<file path="config.mk">
export PLATFORM = sky130hd
export DESIGN_NAME = reg_bank_reader
export DESIGN_NICKNAME = d
export VERILOG_FILES = /design/src/rtl/reg_bank_reader_pkg.sv /design/src/rtl/reg_bank_reader_cs_decoder.sv /design/src/rtl/reg_bank_reader.sv
export SDC_FILE = /design/constraint.sdc
export NUM_CORES = 1
export LEC_CHECK = 0
export CORE_ASPECT_RATIO = 1.2
export CORE_MARGIN = 2
export CORE_UTILIZATION = 48
export DETAILED_ROUTE_END_ITERATION = 16
export PLACE_DENSITY = 0.82
export SYNTH_ARGS = -nofsm -noshare
export SYNTH_HDL_FRONTEND = slang
export SYNTH_SLANG_ARGS = --single-unit
</file>
<file path="constraint.sdc">
create_clock -name Clock -period 3 [get_ports Clock]
set_input_delay 0.6 -clock Clock [delete_from_list [all_inputs] [get_ports Clock]]
set_output_delay 0.6 -clock Clock [all_outputs]
set_load 0.02 [all_outputs]
</file>
<file path="src/rtl/reg_bank_reader_pkg.sv">
// Shared definitions for the register-bank read sequencer.
// This package holds the FSM state encoding, the settle-counter width and the
// rule that decides when the sequencer is allowed to advance.
package reg_bank_reader_pkg;

   // State encoding is fixed so that debug dumps and the UART path agree on it.
   typedef enum logic [1:0] {
      ST_IDLE   = 2'd0,
      ST_SELECT = 2'd1,
      ST_OUTPUT = 2'd2,
      ST_DONE   = 2'd3
   } state_t;

   // The settle counter must be able to count 0..15.
   localparam int CNT_BITS = 4;

   // The sequencer only advances when the clock enable and the tick line are
   // both high.
   function automatic logic step_qualify(input logic clock_enable, input logic tick);
      return clock_enable & tick;
   endfunction

endpackage

</file>
<file path="src/rtl/reg_bank_reader_cs_decoder.sv">
// Active-low one-hot chip-select decoder for the register bank.
// This block is purely combinational. The parent registers its output, so the
// chip-select lines at the pins never glitch.
module reg_bank_cs_decoder #(
   parameter int NrOfRegs = 4,
   parameter int IdxBits  = 2
) (
   input  logic [IdxBits-1:0]  index,
   input  logic                enable,
   output logic [NrOfRegs-1:0] cs
);

   // When enable is high, exactly one line is low: the one at index.
   // When enable is low, every line is high.
   for (genvar i = 0; i < NrOfRegs; i++) begin : g_cs
      assign cs[i] = ~(enable && (index == IdxBits'(i)));
   end

endmodule

</file>
<file path="src/rtl/reg_bank_reader.sv">
// Read-side sequencer for a bank of registers that share one bus.
// The block selects each register in turn and holds the select for a settle
// time. It then captures the bus, releases it, and offers the captured word
// downstream on a valid/ready handshake.
module reg_bank_reader
   import reg_bank_reader_pkg::*;
#(
   parameter int NrOfBits     = 8,
   parameter int NrOfRegs     = 4,
   parameter int IdxBits      = 2,
   parameter int SettleCycles = 1
) (
   input  logic                Clock,
   input  logic                Reset,
   input  logic                ClockEnable,
   input  logic                Tick,
   input  logic                Start,
   input  logic [NrOfBits-1:0] BusIn,
   output logic [NrOfRegs-1:0] Cs,
   output logic [NrOfBits-1:0] OutData,
   output logic [IdxBits-1:0]  OutIndex,
   output logic                OutValid,
   input  logic                OutReady,
   output logic                Busy,
   output logic                Done
);

   state_t                state, state_nxt;
   logic [IdxBits-1:0]    idx, idx_nxt;
   logic [CNT_BITS-1:0]   cnt, cnt_nxt;
   logic [NrOfBits-1:0]   data_nxt;
   logic [IdxBits-1:0]    oidx_nxt;
   logic                  valid_nxt;
   logic                  done_nxt;
   logic [NrOfRegs-1:0]   cs_nxt;
   logic                  sel_en;
   logic                  step;
   logic                  last;
   logic                  settled;
   logic                  xfer;

   assign step    = step_qualify(ClockEnable, Tick);
   assign last    = (idx == IdxBits'(NrOfRegs - 1));
   assign settled = (cnt >= CNT_BITS'(SettleCycles));
   assign xfer    = step && OutValid && OutReady;
   assign Busy    = (state != ST_IDLE);

   // The chip select follows the next state and next index. As a result, the
   // registered Cs drops on the same edge that enters SELECT, and it rises on
   // the same edge that captures the bus.
   assign sel_en  = (state_nxt == ST_SELECT);

   reg_bank_cs_decoder #(
      .NrOfRegs (NrOfRegs),
      .IdxBits  (IdxBits)
   ) u_cs_decoder (
      .index  (idx_nxt),
      .enable (sel_en),
      .cs     (cs_nxt)
   );

   // State and datapath registers. Reset aborts any scan in progress, and no
   // partial word is emitted.
   always_ff @(posedge Clock) begin
      if (Reset) begin
         state    <= ST_IDLE;
         idx      <= '0;
         cnt      <= '0;
         Cs       <= '1;
         OutData  <= '0;
         OutIndex <= '0;
         OutValid <= 1'b0;
         Done     <= 1'b0;
      end else begin
         state    <= state_nxt;
         idx      <= idx_nxt;
         cnt      <= cnt_nxt;
         Cs       <= cs_nxt;
         OutData  <= data_nxt;
         OutIndex <= oidx_nxt;
         OutValid <= valid_nxt;
         Done     <= done_nxt;
      end
   end

   // Next-state and datapath logic. Every register holds its value unless a
   // step lets the scan advance. The only exception is Done, which is a
   // one-clock pulse.
   always_comb begin
      state_nxt = state;
      idx_nxt   = idx;
      cnt_nxt   = cnt;
      data_nxt  = OutData;
      oidx_nxt  = OutIndex;
      valid_nxt = OutValid;
      done_nxt  = 1'b0;

      case (state)
         ST_IDLE: begin
            if (step && Start) begin
               idx_nxt   = '0;
               cnt_nxt   = '0;
               state_nxt = ST_SELECT;
            end
         end

         ST_SELECT: begin
            if (step) begin
               if (!settled) begin
                  cnt_nxt = cnt + CNT_BITS'(1);
               end else begin
                  // Capture the bus while the select is still low. The bus
                  // is released on this same edge.
                  data_nxt  = BusIn;
                  oidx_nxt  = idx;
                  valid_nxt = 1'b1;
                  state_nxt = ST_OUTPUT;
               end
            end
         end

         ST_OUTPUT: begin
            if (xfer) begin
               valid_nxt = 1'b0;
               if (last) begin
                  done_nxt  = 1'b1;
                  state_nxt = ST_DONE;
               end else begin
                  idx_nxt   = idx + IdxBits'(1);
                  cnt_nxt   = '0;
                  state_nxt = ST_SELECT;
               end
            end
         end

         ST_DONE: begin
            state_nxt = ST_IDLE;
         end

         default: begin
            state_nxt = ST_IDLE;
         end
      endcase
   end

endmodule

</file>
==> run metrics <==
Layout area overhead=37.11%; Mapped Cells=101; crit start category=flip-flop; chip height=54.12 um; Worst Skew=0.002935 ns; ANT cells=0; initial antenna violation count=0; Port-buffer cells=30; Final min period=2.109 ns; final std cells w/o fill=154; Multi-input gate area=493.0 um2; final WL=2.051 mm; CTS tree=done; Worst EP required=2.40 ns; Detail Route met2 WL=1.056 mm; Final Instance Area=1378 um2; final worst path period share=0.7031; router iterations before antenna repair=4; Met3 Wirelength=109 um; most frequent cells after synthesis=dfxtp_1 (24), nor2_1 (18), mux2i_1 (10), nand2_1 (6), a21oi_1 (4); fin nets=152; register area share after synthesis=0.4782; P per Cell Area=432.4 nW/um2; Synth area leaders=dfxtp_1 (48%), mux2i_1 (10%), nor2_1 (6.7%); total CTS buffers=3; Worst-path clk slew=0.13 ns; io pins=31; Max VDD drop=0.0003096 V; wl on met1=854 um; Crit-path slowest cell=clkdlybuf4s50_1; Synth top area share=0.4782; critical path's top delay family=buffers and inverters; final setup margin=0.8906 ns; cell accounting for the most synthesized area=dfxtp_1; largest net degree at the start of global routing=19; grt ovf=0; routability congestion estimate=0.7975; crit path kind=reg2out; # setup viols final=0; max-cap viol count=0; Pleak=0.5138 nW; antenna-violating nets left=0; Fmax=0.4741 GHz; sum of negative setup slack=0 ns; layout cells sized above 1=0.09701; CORE AREA=2027 um2; max-slew violations=0; Post-DP Area=1325 um2; Hold Vio Cnt, Final=0; DR top layer=met4; clock sinks=24; Slew Limit Headroom=0.7639; synthesized area=1005 um2; CP Max Fanout=6; Vias/cell=5.461; All-Layer GR Usage=0.1974; Placed Instances=150; DRT iter0 DRCs=9; hold_buf cts=0; die width=45.77 um; ys async rst share=0; Seq cells post-synth=24; starting density of the core=0.4957; number of synthesized flops with an enable pin=0; Worst-Skew Late Latency=0.31 ns; routed len/inst=13.32 um; mean post-synth cell area=9.948 um2; Vias=841; dpl ws=0.9181 ns; DRC viols=0; Worst setup EP type=output pin; hold crit path type=reg2reg; number of core rows=18; H-tree level count=1; fillers=167; Clock Tree Buf Depth=2; root buf cell=clkbuf_4; critical path's largest stage delay=0.53 ns; hpwl dp=1.508 mm; die area=2477 um2; Post-CTS Resized=0; RSZ-0062 raised after global routing=no; worst slew pin tran=0.3525 ns; cells along the critical path=or2_2, clkdlybuf4s50_1; crit path buf inv count=1; Arr. time, crit path=1.51 ns; main flop type after synthesis=dfxtp_1; count leader, synth=dfxtp_1; status=completed; Syn Nets=118; vias in the first global route=807; Setup Buffers After CTS=0; sequential cell area=480.5 um2; Synth Warn #=0; first-pass GRT wire length=3.498 mm; Yosys cell types=33
-- worst register-to-register path: stages (launching register included) --
cell     delay (ns)
dfxtp_1        0.37
inv_1          0.07
ha_1           0.21
nor4b_4        0.30
nor3_2         0.09
buf_4          0.21
nor2_1         0.28
nand4_1        0.13
-- where the power goes --
part | internal, mW | switching, mW | total [mW]
combinational | 0.0245 | 0.0190 | 0.0435
sequential | 0.320 | 0.00132 | 0.322
clock | 0.135 | 0.0953 | 0.230
total | 0.480 | 0.116 | 0.596
-- layout make-up --
cell class / count / area share
multi-input combinational: 71 / 0.3579
clock inverter: 1 / 0.02180
clock buffer: 3 / 0.01635
timing repair buffer: 32 / 0.2289
tap: 20 / 0.01817
sequential: 24 / 0.3488
inverter: 3 / 0.008174
-- metal layers --
| layer | vias up | global-route usage |
|---|---|---|
| li1 | 426 | - |
| met1 | 390 | 0.2286 |
| met2 | 21 | 0.3286 |
| met3 | 4 | 0.04698 |
| met4 | 0 | 0.1095 |
| met5 | - | 0 |
-- cells by family after synthesis --
group,after synthesis,share of synthesized area
and+or+nand+nor,45,0.2553
muxes,10,0.09963
AOI/OAI and AO/OA,13,0.09839
DFF,24,0.4782
adders and majority gates,3,0.03736
buffers and inverters,6,0.03112
-- flip-flops by register name, summed over array words and instances, names as in the netlist --
name and cells:
OutData 8, cnt 4, idx 2, state 2, Cs 4, OutValid 1, OutIndex 2, Done 1
-- path summary, 6_finish.rpt --
check	start	endpoint	slack [ns]	depth (start not counted)
max	state[1]$_SDFF_PP0_	Busy	0.89	2
min	cnt[1]$_SDFFE_PP0P_	cnt[1]$_SDFFE_PP0P_	0.48	2
max reg2reg	cnt[1]$_SDFFE_PP0P_	Cs[0]$_SDFF_PP1_	1.22	7
min reg2reg	cnt[1]$_SDFFE_PP0P_	cnt[1]$_SDFFE_PP0P_	0.48	2
-- stage by stage --
stage / total power, mW / util / hold WS [ns]
floorplan: 0.3467 / - / 0.4451
global placement: 0.3713 / 0.6537 / 0.4610
detailed placement: 0.3718 / 0.6537 / 0.4667
CTS: 0.6026 / 0.6796 / 0.4847
global route: 0.6238 / 0.6796 / 0.5047
finish: 0.5956 / 0.6796 / 0.4781
-- cell usage in the layout, fill, tap and decap left out, types with 2 or more instances in the layout --
cell,n
clkbuf_4,3
nand2b_1,2
clkdlybuf4s50_1,30
nand3_1,3
ha_1,3
nand4_1,3
nor3_1,2
nor2_1,18
inv_1,3
mux2i_1,10
and4b_1,2
a21oi_1,4
dfxtp_1,24
nand2_1,6
buf_4,2
(Power assumes the default switching activity.)
